$ cat src/rtl/uart_pkg.sv
// rtl/uart_pkg.sv - shared types and baud divider helper for the UART transmitter
package uart_pkg;

    typedef enum logic [1:0] {
        NONE = 2'd0,
        ODD  = 2'd1,
        EVEN = 2'd2
    } parity_e;

    typedef enum logic [2:0] {
        ST_IDLE  = 3'd0,
        ST_START = 3'd1,
        ST_DATA  = 3'd2,
        ST_PAR   = 3'd3,
        ST_STOP  = 3'd4
    } tx_state_e;

    // Clocks per bit, rounded to nearest so the bit period error stays under half a clock.
    function automatic int baud_div(input int clk_hz, input int baud);
        return (clk_hz + baud / 2) / baud;
    endfunction

endpackage

$ cat src/rtl/sync_fifo.sv
// rtl/sync_fifo.sv - single-clock FIFO; a pop never frees space for a same-cycle push
module sync_fifo
    import uart_pkg::*;
#(
    parameter int WIDTH = 8,
    parameter int DEPTH = 4
) (
    input  logic                     clk,
    input  logic                     rst_n,
    input  logic                     push,
    input  logic [WIDTH-1:0]         din,
    input  logic                     pop,
    output logic [WIDTH-1:0]         dout,
    output logic                     full,
    output logic                     empty,
    output logic [$clog2(DEPTH):0]   level
);

    localparam int AW = $clog2(DEPTH);

    logic [WIDTH-1:0] mem [DEPTH];
    logic [AW-1:0]    wr_ptr;
    logic [AW-1:0]    rd_ptr;
    logic [AW:0]      count;
    logic             do_push;
    logic             do_pop;

    assign full    = (count == (AW+1)'(DEPTH));
    assign empty   = (count == '0);
    assign level   = count;
    assign dout    = mem[rd_ptr];
    assign do_push = push && !full;
    assign do_pop  = pop && !empty;

    always_ff @(posedge clk or negedge rst_n) begin
        if (!rst_n) begin
            wr_ptr <= '0;
            rd_ptr <= '0;
            count  <= '0;
        end else begin
            if (do_push) wr_ptr <= wr_ptr + AW'(1);
            if (do_pop)  rd_ptr <= rd_ptr + AW'(1);
            case ({do_push, do_pop})
                2'b10:   count <= count + (AW+1)'(1);
                2'b01:   count <= count - (AW+1)'(1);
                default: count <= count;
            endcase
        end
    end

    always_ff @(posedge clk) begin
        if (do_push) mem[wr_ptr] <= din;
    end

endmodule

$ cat src/rtl/uart_tx_fifo.sv
// rtl/uart_tx_fifo.sv - FIFO-fed UART transmitter with configurable framing
module uart_tx_fifo
    import uart_pkg::*;
#(
    parameter int CLK_HZ     = 50_000_000,
    parameter int BAUD       = 9600,
    parameter int DATA_BITS  = 8,
    parameter int PARITY     = 0,
    parameter int STOP_BITS  = 1,
    parameter int FIFO_DEPTH = 4
) (
    input  logic                          clk,
    input  logic                          rst_n,
    input  logic [DATA_BITS-1:0]          din,
    input  logic                          enable,
    output logic                          ready,
    output logic [$clog2(FIFO_DEPTH):0]   level,
    output logic                          overflow,
    output logic                          Tx,
    output logic                          busy,
    output logic                          done
);

    localparam int DIV = baud_div(CLK_HZ, BAUD);
    localparam int CW  = $clog2(DIV);

    localparam logic [2:0] S_IDLE  = ST_IDLE;
    localparam logic [2:0] S_START = ST_START;
    localparam logic [2:0] S_DATA  = ST_DATA;
    localparam logic [2:0] S_PAR   = ST_PAR;
    localparam logic [2:0] S_STOP  = ST_STOP;

    logic [2:0]           state;
    logic [CW-1:0]        baud_cnt;
    logic [3:0]           bit_cnt;
    logic [DATA_BITS-1:0] shreg;
    logic [DATA_BITS-1:0] fifo_dout;
    logic                 par_bit;
    logic                 tx_q;
    logic                 fifo_full;
    logic                 fifo_empty;
    logic                 bit_end;
    logic                 start_frame;
    logic                 word_par;

    sync_fifo #(
        .WIDTH (DATA_BITS),
        .DEPTH (FIFO_DEPTH)
    ) u_fifo (
        .clk   (clk),
        .rst_n (rst_n),
        .push  (enable),
        .din   (din),
        .pop   (start_frame),
        .dout  (fifo_dout),
        .full  (fifo_full),
        .empty (fifo_empty),
        .level (level)
    );

    assign bit_end     = (baud_cnt == CW'(DIV - 1));
    assign done        = (state == S_STOP) && bit_end && (bit_cnt == 4'(STOP_BITS - 1));
    // A frame starts from IDLE or straight out of the final stop clock, so queued words leave no gap.
    assign start_frame = !fifo_empty && ((state == S_IDLE) || done);
    assign word_par    = ^fifo_dout;
    assign busy        = (state != S_IDLE);
    assign ready       = !fifo_full;
    assign Tx          = tx_q;

    always_ff @(posedge clk or negedge rst_n) begin
        if (!rst_n) begin
            state    <= S_IDLE;
            baud_cnt <= '0;
            bit_cnt  <= '0;
            shreg    <= '0;
            par_bit  <= 1'b0;
            tx_q     <= 1'b1;
            overflow <= 1'b0;
        end else begin
            overflow <= enable && fifo_full;
            if (start_frame) begin
                state    <= S_START;
                baud_cnt <= '0;
                bit_cnt  <= '0;
                shreg    <= fifo_dout;
                par_bit  <= (PARITY == int'(ODD)) ? ~word_par : word_par;
                tx_q     <= 1'b0;
            end else begin
                case (state)
                    S_IDLE: begin
                        baud_cnt <= '0;
                    end
                    S_START: begin
                        if (bit_end) begin
                            state    <= S_DATA;
                            baud_cnt <= '0;
                            bit_cnt  <= '0;
                            tx_q     <= shreg[0];
                        end else begin
                            baud_cnt <= baud_cnt + CW'(1);
                        end
                    end
                    S_DATA: begin
                        if (bit_end) begin
                            baud_cnt <= '0;
                            if (bit_cnt == 4'(DATA_BITS - 1)) begin
                                bit_cnt <= '0;
                                if (PARITY != int'(NONE)) begin
                                    state <= S_PAR;
                                    tx_q  <= par_bit;
                                end else begin
                                    state <= S_STOP;
                                    tx_q  <= 1'b1;
                                end
                            end else begin
                                shreg   <= shreg >> 1;
                                tx_q    <= shreg[1];
                                bit_cnt <= bit_cnt + 4'd1;
                            end
                        end else begin
                            baud_cnt <= baud_cnt + CW'(1);
                        end
                    end
                    S_PAR: begin
                        if (bit_end) begin
                            state    <= S_STOP;
                            baud_cnt <= '0;
                            bit_cnt  <= '0;
                            tx_q     <= 1'b1;
                        end else begin
                            baud_cnt <= baud_cnt + CW'(1);
                        end
                    end
                    S_STOP: begin
                        if (bit_end) begin
                            baud_cnt <= '0;
                            if (done) begin
                                state <= S_IDLE;
                            end else begin
                                bit_cnt <= bit_cnt + 4'd1;
                            end
                        end else begin
                            baud_cnt <= baud_cnt + CW'(1);
                        end
                    end
                    default: begin
                        state    <= S_IDLE;
                        baud_cnt <= '0;
                        tx_q     <= 1'b1;
                    end
                endcase
            end
        end
    end

endmodule
$ cat config.mk
export PLATFORM = sky130hd
export DESIGN_NAME = uart_tx_fifo
export DESIGN_NICKNAME = d
export VERILOG_FILES = /design/src/rtl/uart_pkg.sv /design/src/rtl/sync_fifo.sv /design/src/rtl/uart_tx_fifo.sv
export SDC_FILE = /design/constraint.sdc
export NUM_CORES = 1
export LEC_CHECK = 0
export ABC_CLOCK_PERIOD_IN_PS = 3050
export BUFFER_PORTS_ARGS = -buffer_cell sky130_fd_sc_hd__buf_2
export CORE_UTILIZATION = 55
export CTS_CLUSTER_SIZE = 40
export DETAILED_ROUTE_END_ITERATION = 12
export PLACE_DENSITY = 0.82
export SYNTH_ARGS = -nofsm -noshare
export SYNTH_HDL_FRONTEND = slang
export SYNTH_SLANG_ARGS = --single-unit
$ cat constraint.sdc
create_clock -name clk -period 3.05 [get_ports clk]
set_input_delay 0 -clock clk [delete_from_list [all_inputs] [get_ports clk]]
set_output_delay 0 -clock clk [all_outputs]
set_load 0.02 [all_outputs]
==> results.md, run 1 <==
- STA puts the critical path data required time at about 3.3 ns.
- The number of antenna violations at the first check in global routing is 0.
- The number of enable-type register cells in the synthesized netlist is 32.
- The number of buffers created by CTS is 9.
- In the final layout, the share of cells above drive strength 1 is a little over a fifth.
- In this run the standard cell core region covers between 5000 and 6000 um^2.
- The count of state elements after synthesis is just under 70.
- The number of cell instances on the worst register-to-register path is 9.
- The critical-path cell with the highest stage delay is sky130_fd_sc_hd__dfrtp_1.
- Setup repair after global routing left no endpoint under its margin.
- Input and output buffers added on the ports amount to 18.
- Measured against its own limit, the worst slew margin works out to between 40 and 50%.
- The floorplan step defined a die boundary enclosing approximately 6000 um^2.
- Wires add up to 5680 um.
- The CTS tree is yes.
- The highest achievable clock rate is ~380 MHz.
- Pin placement for this block handled 19 I/O pins.
- The clock slew seen by the registers of the worst setup and hold paths is around 0.070 ns.
- The number of fill cells in the layout is just under 400.
- Global routing used 21.2% of the available tracks.
- Setup violations remaining at the end of the flow were counted as 0.
- The largest driver fanout on the critical path is 21.
- The largest single stage delay on the critical path is 0.42 ns.
- After detailed routing, the met2 layer carries 3050 um of wire.
- The count of pins over their slew limit is 0.
- The number of search-and-repair iterations in the first detailed-routing pass is 4.
- The total via count in the routed design is about 1,900.
- The cell with the most instances on the worst path is sky130_fd_sc_hd__ha_1.
- For this run, the register share of the synthesized area comes to around three fifths.
- The data arrival time of the critical path is a little under 3 ns.
- The total power density per cell area is around 780 nW/um^2.
- In this run the cell area of the synthesized design comes to between 3000 and 4000 um^2.
- The prevailing post-synth register cell is sky130_fd_sc_hd__dfrtp_1.
- IR analysis of the VDD net gives a maximum drop of between 0.5 and 0.6 mV.
- The post-layout utilization of the core is 65.0%.
- The post-layout instance count excluding filler cells is about 350.
- The count of inserted antenna diode cells is 0.
- Of the total power, the clock network draws between 20% and 30%.
- The sort of element at the end of the critical path is a flip-flop.
- The launching element of the worst setup path is baud_cnt[0].
- Synthesis handed over a netlist of 239 instances.
- The final hold violation count is 0.
- The clock tree root buffer cell is sky130_fd_sc_hd__clkbuf_8.
- After synthesis, the mean cell area works out to roughly 13 um^2.
- In the synthesized netlist the async set-or-reset flop fraction comes to 53.6%.
- The smallest hold slack is around 0.27 ns.
- The routability congestion estimate from global placement is 0.862.
- Clock latency on the worst-skew pair, taken at its later pin, is around 0.35 ns.
- The count of distinct cell types in the synthesized netlist is 50.
- The transition time at the pin with the least slew margin is 0.823 ns.
- The buffering stage count on the worst path with inverters included is 0.
- The via count of the first global-routing pass is 1,987.
- The number of gates resized after CTS was 0.
- Of the total power, the share spent switching nets is between 30% and 40%.
- The analysis attributes to cell leakage a power of ~1.5 nW.
- The startpoint of the worst-slack reg-to-reg timing path is baud_cnt[0].
- The post-route clock skew is 0.00526 ns.
- The aggregate global routing overflow is 0.
- Dividing the detail-routed via count by the number of cells gives around 5.5.
- The number of nets at the end of the flow is 290.
- Max-cap violations in this run came to 0.
- The effective utilization at floorplan is a little under three fifths.
- For this block, the initial DRC count from the detailed router was roughly 140.
- The largest net degree at the start of global routing is 38.
- The path class of the lowest-slack min-delay path is primary input to async pin.
- The share of total power dissipated in combinational logic is a little under a quarter.
- The worst register-to-register path has a setup slack of 0.40 ns.
- For this block, wires on met1 add up to around 2400 um.
- After detailed routing, no signal wire sits above met4.
- The routed wire length on met3 is 151 um.
- STA classifies the critical path startpoint as a flip-flop.
- The H-tree generated during clock tree synthesis spans 3 levels.
- The number of nets handed over by synthesis was about 260.
- No sink is reached through more buffers than the 2 on the longest clock path.
- The final critical path time including I/O delays and setup is about 2.7 ns.
- The HPWL after detailed placement is ~3700 um.
- The die boundary height is slightly below 80 um.
- Buffers added to address setup during post-CTS repair amount to 0.
- The TritonCTS sink count is 69.
- The capturing point of the worst reg2reg path is u_fifo.level[2].
- The die extent in x is 78.0 um.
- In this run the core area contains 27 standard-cell rows.
- The number of nets still failing antenna checks after routing is 0.
- Among cell families on the critical path, the largest total delay comes from adder cells.
- The combined flip-flop and latch cell area is approximately 1900 um^2.
- Internal power comes to roughly 1.9 mW.
- The relative contribution of sequential cells to total power is between 50 and 60%.
- The switching power of the nets is about 900 uW.
- The worst setup path category is flip-flop to flip-flop.
- The first global-routing pass estimated ~9600 um of wire.
- Dividing the detail-routed wire length by the instance count gives 16.4 um.
- In the final layout, the multi-input gates occupy between 1000 and 1500 um^2.
- Summed over all failing endpoints, the final setup total negative slack is 0 ns.
- The worst path uses between 80% and 90% of the clock period.
- OpenSTA, run right after detailed placement, puts the worst setup slack at 0.437 ns.
- In the routed design, unresolved DRC markers number 0.
- From synthesis to final layout, the design area changed by 13.4%.
- The number of warnings reported in the yosys synthesis log is 0.
- Once placement completed, the tool counted placed cells totaling roughly 320.
- The run finished with clean final reports.
- The smallest setup slack after layout is ~0.4 ns.
- Walking the worst path, the cells encountered are ha_1, and4bb_2, a32oi_2, nor2_4, ha_1, fa_1, xnor2_1, nor2_1, xor2_1.
cell usage after synthesis (all sizes together) (3+ instances only):
master	number	area [um^2]
nor3b	3	27.5
mux4	8	180
nor3	6	40.0
o21ai	10	50.1
and3	11	70.1
dfrtp	36	901
buf	8	47.5
nor2	21	88.8
ha	8	100
nand2	22	82.6
inv	7	26.3
edfxtp	32	961
a21oi	6	33.8
mux2	3	33.8
mux2i	6	60.1
xor2	8	70.1
nand3	7	35.0
xnor2	10	87.6
final cells by class:
type,instances,area share [%]
flip-flops and latches,69,52.5
multi-input cells,155,33.7
repair buffers,28,5.28
clock buffers,11,3.65
well taps,72,2.50
clock inverters,5,1.70
inverters,7,0.730
cells in the final DEF (no fill, tap or decap), types with 9 or more instances in the layout:
master                          count
sky130_fd_sc_hd__nor2_1            19
sky130_fd_sc_hd__buf_2             18
sky130_fd_sc_hd__dfrtp_1           36
sky130_fd_sc_hd__xnor2_1           10
sky130_fd_sc_hd__edfxtp_1          32
sky130_fd_sc_hd__o21ai_0           10
sky130_fd_sc_hd__and3_1            10
sky130_fd_sc_hd__clkbuf_8           9
sky130_fd_sc_hd__nand2_1           22
sky130_fd_sc_hd__dlygate4sd3_1     10
metal layers:
| metal | track usage [%] | up-vias |
|---|---|---|
| li1 | - | 930 |
| met1 | 25.3 | 953 |
| met2 | 37.2 | 26 |
| met3 | 4.47 | 9 |
| met4 | 8.70 | 0 |
| met5 | 0 | - |
kinds of logic after synthesis:
family	Yosys count	synth area share (%)
AOI/OAI and AO/OA	25	5.16
muxes	17	8.63
DFF	69	59.5
xor gates and xnor gates	18	4.97
buffers and inverters	15	2.33
adders and majority gates	9	3.78
and+or+nand+nor	86	15.6
what timing repair did:
action,CTS,global route
setup endpoints to repair,0,0
hold buffers,10,0
hold endpoints to repair,69,0
power by group through the flow:
stage | logic [mW] | clock network [mW] | registers (mW)
6_report | 0.671 | 0.730 | 1.41
5_1_grt | 0.737 | 0.769 | 1.45
4_1_cts | 0.666 | 0.733 | 1.41
3_5_place_dp | 0.652 | 0 | 1.43
3_3_place_gp | 0.623 | 0 | 1.42
2_1_floorplan | 0.539 | 0 | 1.35
through the flow:
| stage | power (mW) | cell area, um^2 |
|---|---|---|
| 2_1_floorplan | 1.89 | 3170 |
| 4_1_cts | 2.81 | 3600 |
| 3_3_place_gp | 2.04 | 3310 |
| 3_5_place_dp | 2.08 | 3310 |
| 5_1_grt | 2.95 | 3600 |
| 6_report | 2.82 | 3600 |
worst max-delay path by stage:
stage,cells past startpoint,end,slack [ns]
2_1_floorplan,10,u_fifo.level[2],0.59
3_3_place_gp,8,u_fifo.level[1],0.53
3_5_place_dp,7,u_fifo.level[1],0.44
4_1_cts,9,u_fifo.level[2],0.43
5_1_grt,8,u_fifo.level[1],0.25
6_report,9,u_fifo.level[2],0.40
registers in the layout (all words and copies together), names as in the netlist:
name	count
overflow	1
baud_cnt	13
u_fifo.wr_ptr	2
shreg	8
bit_cnt	4
u_fifo.rd_ptr	2
Tx	1
u_fifo.mem	32
u_fifo.level	3
state	3
Note: power is estimated with default switching activity, not from simulation.
==> run 2, diff against run 1 <==
--- a/config.mk
+++ b/config.mk
@@ -10,7 +10,7 @@
 export CORE_UTILIZATION = 55
 export CTS_CLUSTER_SIZE = 40
 export DETAILED_ROUTE_END_ITERATION = 12
-export PLACE_DENSITY = 0.82
+export PLACE_DENSITY = 0.71
 export SYNTH_ARGS = -nofsm -noshare
 export SYNTH_HDL_FRONTEND = slang
 export SYNTH_SLANG_ARGS = --single-unit
==> run 2 against run 1 <==
Total power shrank 1.2%. Core utilization grew 0.14 points. Cell area grew 0.21%.
==> results.md, run 2 (synthesized netlist as in run 1, its figures left out) <==
- Result of the run: finished, final reports clean (unchanged).
- The combined global-route utilization of all metal layers is 19.9% (was 21.2%).
- The number of max-cap violations is 0 (unchanged).
- The violation count after the first detailed-route iteration is 87 (was 142).
- The relative slew slack is 45.5% (was 45.1%).
- The estimated wirelength of the detail-placed design is 3470 um (was 3660 um).
- The total via count in the routed design came to 1,889 (was 1,918).
- The worst-case clock buffer depth came to 2 (unchanged).
- The die boundary height was 78.0 um (unchanged).
- The I/O pin count is 19 (unchanged).
- The final worst-path cycle share is 86.4% (was 87.0%).
- The number of remaining DRC errors is 0 (unchanged).
- The number of antenna violations at the first check in global routing is 0 (unchanged).
- Highest-count cells in the layout ignoring fill and taps: 36 x sky130_fd_sc_hd__dfrtp_1, 32 x sky130_fd_sc_hd__edfxtp_1, 22 x sky130_fd_sc_hd__nand2_1 (unchanged).
- The proportion of power drawn by the clock network is 26.4% (was 25.9%).
- The die extent in x is 78.0 um (unchanged).
- The number of nets still failing antenna checks after routing is 0 (unchanged).
- The final critical path time including I/O delays and setup was 2.63 ns (was 2.65 ns).
- The number of buffers created by CTS was 9 (unchanged).
- The number of nets at the end of the flow came to 290 (unchanged).
- The register with the highest flop count was u_fifo.mem (unchanged).
- The maximum ir drop on the vdd rail was 0.608 mV (was 0.588 mV).
- The largest driver fanout on the critical path came to 21 (unchanged).
- The aggregate global routing overflow is 0 (unchanged).
- The post-layout instance count excluding filler cells came to 347 (unchanged).
- The per-cell routed wire length is 15.1 um (was 16.4 um).
- Top flop regs: u_fifo.mem: 32 flops, baud_cnt: 13 flops, shreg: 8 flops (unchanged).
- The via count of the first global-routing pass is 1,908 (was 1,987).
- The count of pins over their slew limit is 0 (unchanged).
- The most common cell after layout, fill and taps aside is sky130_fd_sc_hd__dfrtp_1 (unchanged).
- The combinational power share is 23.1% (was 23.8%).
- The sort of element at the end of the critical path is a flip-flop (unchanged).
- The number of search-and-repair iterations in the first detailed-routing pass is 4 (unchanged).
- The clock slew seen by the registers of the worst setup and hold paths is 0.08 ns (was 0.07 ns).
- The data arrival time of the critical path was 2.86 ns (was 2.93 ns).
- The wire length of the first global-routing pass came to 8980 um (was 9620 um).
- The path class of the lowest-slack min-delay path is primary input to async pin (unchanged).
- The relative contribution of sequential cells to total power is 50.5% (was 50.2%).
- The clock latency on the worst-skew pair is 0.33 ns (was 0.35 ns).
- The routability congestion estimate from global placement came to 0.737 (was 0.862).
- The final non-filler cell area is 3610 um^2 (was 3600 um^2).
- The number of buffer cells added on primary ports is 18 (unchanged).
- The post-detailed-placement cell area was 3310 um^2 (unchanged).
- The total instance count after detailed placement came to 321 (unchanged).
- The worst setup path category is flip-flop to flip-flop (unchanged).
- The placement row count is 27 (unchanged).
- The H-tree depth reported by CTS is 3 (unchanged).
- The post-route clock skew is 0.00636 ns (was 0.00526 ns).
- The proportion of total power due to net switching is 31.4% (was 31.9%).
- The count of inserted antenna diode cells came to 0 (unchanged).
- The sort of element at the start of the critical path is a flip-flop (unchanged).
- The effective utilization at floorplan was 57.3% (unchanged).
- The total of endpoints with negative setup slack in the final report came to 0 (unchanged).
- The flip-flop count of the largest register after layout was 32 (unchanged).
- The setup TNS was 0 ns (unchanged).
- The detailed-route vias per instance came to 5.44 (was 5.53).
- The total power density per cell area is 771 nW/um^2 (was 782 nW/um^2).
- The total design power is 2.78 mW (was 2.82 mW).
- The final hold violation count came to 0 (unchanged).
- The required time of the critical path is 3.27 ns (was 3.32 ns).
- The post-CTS setup buffer count came to 0 (unchanged).
- The fraction of layout instances using a drive strength above 1 is 22.5% (was 21.8%).
- The highest achievable clock rate is 380 MHz (was 377 MHz).
- The area added between synthesis and finish is 13.6% (was 13.4%).
- The die outline area is 6080 um^2 (unchanged).
- The leakage power came to 1.50 nW (was 1.49 nW).
- The routed wire length was 5220 um (was 5680 um).
- The CTS tree is yes (unchanged).
- Unrepaired setup endpoints after global routing: false (unchanged).
- The transition time at the pin with the least slew margin is 0.817 ns (was 0.823 ns).
- The largest net degree at the start of global routing is 38 (unchanged).
- The TritonCTS sink count came to 69 (unchanged).
- The core area is 5540 um^2 (unchanged).
- The clock tree root buffer cell is sky130_fd_sc_hd__clkbuf_8 (unchanged).
- The internal power is 1.91 mW (was 1.92 mW).
- The switching power of the nets is 872 uW (was 898 uW).
[run 2: cell types whose count changed in the layout (fill, tap and decap cells not counted), sizes merged]
cell | previous run | this run
clkbuf | 11 | 9
clkinv | 1 | 4
clkinvlp | 3 | 2
[run 2: repair_timing]
| item | in CTS | in global routing |
|---|---|---|
| endpoints found under the hold margin | 69 | 0 |
| resized for setup | 0 | 0 |
| hold buffers | 10 | 0 |
[run 2: final cells by class]
| type | count | area (um^2) |
|---|---|---|
| well taps | 72 | 90.1 |
| clock buffers | 9 | 124 |
| clock inverters | 7 | 76.3 |
| inverters | 7 | 26.3 |
| flip-flops and latches | 69 | 1890 |
| multi-input cells | 155 | 1210 |
| repair buffers | 28 | 190 |
| fillers | 439 | 1930 |
[run 2: worst paths after layout]
check | startpoint | to | slack [ns] | depth (start not counted)
max | bit_cnt[0] | u_fifo.level[1] | 0.42 | 8
min | rst_n | baud_cnt[4] | 0.30 | 2
max reg2reg | bit_cnt[0] | u_fifo.level[1] | 0.42 | 8
min reg2reg | baud_cnt[0] | baud_cnt[0] | 0.49 | 1
max in group asynchronous | rst_n | u_fifo.rd_ptr[0] | 2.23 | 2
min in group clk | din[3] | u_fifo.mem[2][3] | 0.42 | 2
[run 2: power groups by stage]
stage          combinational (mW)  sequential, mW  clock (mW)
3_5_place_dp                0.645            1.43           0
6_report                    0.643            1.40       0.735
2_1_floorplan               0.539            1.35           0
4_1_cts                     0.657            1.41       0.757
5_1_grt                     0.718            1.44       0.796
3_3_place_gp                0.630            1.42           0
[run 2: routing by layer]
layer | part of all wire (%) | routed length (um) | global-route usage (%)
met5 | 0 | 0 | 0
met4 | 0.73 | 38 | 6.67
met3 | 2.9 | 150 | 5.53
met2 | 51 | 2650 | 33.4
met1 | 46 | 2390 | 24.9
[run 2: worst max-delay path, cell delays in order, from the launching register on]
cell                       delay, ns
sky130_fd_sc_hd__dfrtp_1        0.40
sky130_fd_sc_hd__inv_1          0.09
sky130_fd_sc_hd__ha_1           0.14
sky130_fd_sc_hd__nor3b_1        0.27
sky130_fd_sc_hd__o211ai_1       0.22
sky130_fd_sc_hd__nor2_4         0.43
sky130_fd_sc_hd__ha_1           0.29
sky130_fd_sc_hd__fa_1           0.41
sky130_fd_sc_hd__mux2_2         0.27
[run 2: through the flow]
stage	utilization [%]	setup WS, ns	hold WS [ns]
finish	65.1	0.415	0.298
global route	65.1	0.248	0.388
CTS	65.1	0.417	0.328
detailed placement	59.7	0.438	0.154
global placement	59.7	0.511	0.142
floorplan	-	0.592	-0.296
==> run 3, diff against run 2 <==
--- a/config.mk
+++ b/config.mk
@@ -7,10 +7,12 @@
 export LEC_CHECK = 0
 export ABC_CLOCK_PERIOD_IN_PS = 3050
 export BUFFER_PORTS_ARGS = -buffer_cell sky130_fd_sc_hd__buf_2
-export CORE_UTILIZATION = 55
+export CELL_PAD_IN_SITES_DETAIL_PLACEMENT = 1
+export CELL_PAD_IN_SITES_GLOBAL_PLACEMENT = 1
+export CORE_UTILIZATION = 50
 export CTS_CLUSTER_SIZE = 40
 export DETAILED_ROUTE_END_ITERATION = 12
-export PLACE_DENSITY = 0.71
+export PLACE_DENSITY = 0.77
 export SYNTH_ARGS = -nofsm -noshare
 export SYNTH_HDL_FRONTEND = slang
 export SYNTH_SLANG_ARGS = --single-unit
==> run 3 against run 2 <==
Global-route usage up 1.8 points. Wire length up 17%. Clock skew up 0.0088 ns. Clock-buffer cell count unchanged. Combinational power up 3.3%. Total power up 4.7%. Via count up 4.1%. Maximum frequency up 9.1%. Cell count up 1.2%. Core utilization down 4.7 points. Largest power group unchanged.
==> results.md, run 3 (synthesized netlist as in run 1, its figures left out) <==
- Result of the run: finished, final reports clean (unchanged).
- The count of pins over their slew limit was 0 (unchanged).
- The number of remaining DRC errors was 0 (unchanged).
- The clock latency on the worst-skew pair is 0.35 ns (was 0.33 ns).
- The core area was 6030 um^2 (was 5540 um^2).
- The required time of the critical path is 3.28 ns (was 3.27 ns).
- The count of inserted antenna diode cells is 0 (unchanged).
- The post-detailed-placement cell area is 3320 um^2 (was 3310 um^2).
- The routed wire length is 6140 um (was 5220 um).
- The wire length of the first global-routing pass is 10,300 um (was 8980 um).
- The maximum ir drop on the vdd rail is 0.531 mV (was 0.608 mV).
- The total of endpoints with negative setup slack in the final report is 0 (unchanged).
- The CTS tree was yes (unchanged).
- The detailed-route vias per instance is 5.60 (was 5.44).
- The TritonCTS sink count is 69 (unchanged).
- The flip-flop count of the largest register after layout is 32 (unchanged).
- The area added between synthesis and finish came to 14.7% (was 13.6%).
- The number of buffer cells added on primary ports is 18 (unchanged).
- The worst-case setup slack after placement was 0.640 ns (was 0.438 ns).
- The capturing point of the worst reg2reg path is u_fifo.level[2] (was u_fifo.level[1]).
- The aggregate global routing overflow came to 0 (unchanged).
- The effective utilization at floorplan came to 52.7% (was 57.3%).
- The transition time at the pin with the least slew margin is 0.856 ns (was 0.817 ns).
- The register with the highest flop count is u_fifo.mem (unchanged).
- The final non-filler cell area came to 3640 um^2 (was 3610 um^2).
- The total design power is 2.91 mW (was 2.78 mW).
- The violation count after the first detailed-route iteration was 47 (was 87).
- The combined global-route utilization of all metal layers came to 21.7% (was 19.9%).
- The clock tree root buffer cell was sky130_fd_sc_hd__clkbuf_8 (unchanged).
- The placement row count is 28 (was 27).
- The register-to-register path setup slack is 0.63 ns (was 0.42 ns).
- The die outline area is 6670 um^2 (was 6080 um^2).
- The total length of routed met2 wires is 3040 um (was 2650 um).
- The launching element of the worst setup path is baud_cnt[0] (was bit_cnt[0]).
- The number of max-cap violations is 0 (unchanged).
- The post-cts repair resize count is 0 (unchanged).
- The I/O pin count is 19 (unchanged).
- The number of nets at the end of the flow is 291 (was 290).
- The highest achievable clock rate was 414 MHz (was 380 MHz).
- The number of buffers created by CTS was 9 (unchanged).
- The smallest setup slack after layout came to 0.634 ns (was 0.415 ns).
- The die boundary height is 81.7 um (was 78.0 um).
- The H-tree depth reported by CTS is 3 (unchanged).
- The final hold violation count is 0 (unchanged).
- The number of nets still failing antenna checks after routing came to 0 (unchanged).
- The via count of the first global-routing pass is 2,130 (was 1,908).
- The routability congestion estimate from global placement is 0.720 (was 0.737).
- The number of antenna violations at the first check in global routing is 0 (unchanged).
- The total power density per cell area was 800 nW/um^2 (was 771 nW/um^2).
- The final worst-path cycle share came to 79.2% (was 86.4%).
- The worst setup path category was flip-flop to flip-flop (unchanged).
- The sort of element at the end of the critical path is a flip-flop (unchanged).
- The final critical path time including I/O delays and setup is 2.42 ns (was 2.63 ns).
- The leakage power was 1.52 nW (was 1.50 nW).
- The clock slew seen by the registers of the worst setup and hold paths was 0.09 ns (was 0.08 ns).
- The post-layout utilization of the core is 60.4% (was 65.1%).
- The data arrival time of the critical path is 2.64 ns (was 2.86 ns).
- The largest net degree at the start of global routing is 38 (unchanged).
- The setup TNS is 0 ns (unchanged).
- The total via count in the routed design is 1,967 (was 1,889).
- Highest-count cells in the layout ignoring fill and taps: 36 x sky130_fd_sc_hd__dfrtp_1, 32 x sky130_fd_sc_hd__edfxtp_1, 22 x sky130_fd_sc_hd__nand2_1 (unchanged).
- The most common cell after layout, fill and taps aside is sky130_fd_sc_hd__dfrtp_1 (unchanged).
- The largest driver fanout on the critical path was 4 (was 21).
- The startpoint of the worst-slack reg-to-reg timing path is baud_cnt[0] (was bit_cnt[0]).
- Top flop regs: u_fifo.mem: 32 flops, baud_cnt: 13 flops, shreg: 8 flops (unchanged).
- The die extent in x is 81.7 um (was 78.0 um).
- Unrepaired setup endpoints after global routing: false (unchanged).
- The uppermost layer routed is met4 (unchanged).
- The post-route clock skew was 0.0151 ns (was 0.00636 ns).
- The per-cell routed wire length was 17.5 um (was 15.1 um).
- The met1 layer wirelength in the final routing is 2820 um (was 2390 um).
- The path class of the lowest-slack min-delay path is primary input to async pin (unchanged).
- The number of search-and-repair iterations in the first detailed-routing pass is 4 (unchanged).
- The worst-case clock buffer depth is 2 (unchanged).
- The relative slew slack is 42.9% (was 45.5%).
- The number of cell instances on the worst register-to-register path was 9 (was 8).
- The fraction of layout instances using a drive strength above 1 is 22.8% (was 22.5%).
- The estimated wirelength of the detail-placed design is 4090 um (was 3470 um).
- The sort of element at the start of the critical path is a flip-flop (unchanged).
- The routed wire length on met3 came to 152 um (was 150 um).
run 3: cell types whose count changed in the layout (fill, tap and decap cells not counted), sizes merged:
cell,before,now
buf,18,19
clkinvlp,2,1
inv,7,8
bufinv,1,2
clkinv,4,3
run 3: timing repair:
| item | CTS | global route |
|---|---|---|
| hold endpoints to repair | 69 | 0 |
| buffers inserted | 0 | 0 |
| hold buffers | 10 | 0 |
run 3: worst max-delay path: stages (launching register included):
cell and delay, ns:
sky130_fd_sc_hd__dfrtp_1 0.41, sky130_fd_sc_hd__ha_1 0.26, sky130_fd_sc_hd__and4bb_2 0.26, sky130_fd_sc_hd__a32oi_2 0.32, sky130_fd_sc_hd__nor2_4 0.07, sky130_fd_sc_hd__ha_1 0.23, sky130_fd_sc_hd__fa_1 0.39, sky130_fd_sc_hd__xnor2_1 0.16
sky130_fd_sc_hd__nor2_1 0.06, sky130_fd_sc_hd__xor2_1 0.13
run 3: layer usage:
layer / up-vias / GRT usage, %
met2: 27 / 37.3
met5: - / 0
met3: 14 / 4.22
met4: 0 / 9.82
li1: 930 / -
met1: 996 / 26.4
run 3: worst max path at each step:
stage	depth (start not counted)	end	slack, ns
2_1_floorplan	10	u_fifo.level[2]	0.59
3_3_place_gp	9	u_fifo.level[2]	0.71
3_5_place_dp	9	u_fifo.level[2]	0.64
4_1_cts	9	u_fifo.level[2]	0.63
5_1_grt	9	u_fifo.level[2]	0.51
6_report	9	u_fifo.level[2]	0.63
run 3: cell type report:
class	instances	area (um^2)
fill	605	2380
clock inverter	7	98.8
tap	75	93.8
multi-input combinational	155	1210
sequential	69	1890
inverter	7	26.3
timing repair buffer	29	198
clock buffer	9	124
run 3: metrics by stage:
stage	hold slack [ns]	cells
floorplan	-0.296	239
global placement	0.147	325
detailed placement	0.163	325
CTS	0.346	351
global route	0.407	351
finish	0.306	351
run 3: power breakdown:
group	switching, mW	internal, mW	total, mW
Combinational	0.335	0.329	0.664
Clock	0.366	0.464	0.830
Sequential	0.212	1.21	1.42
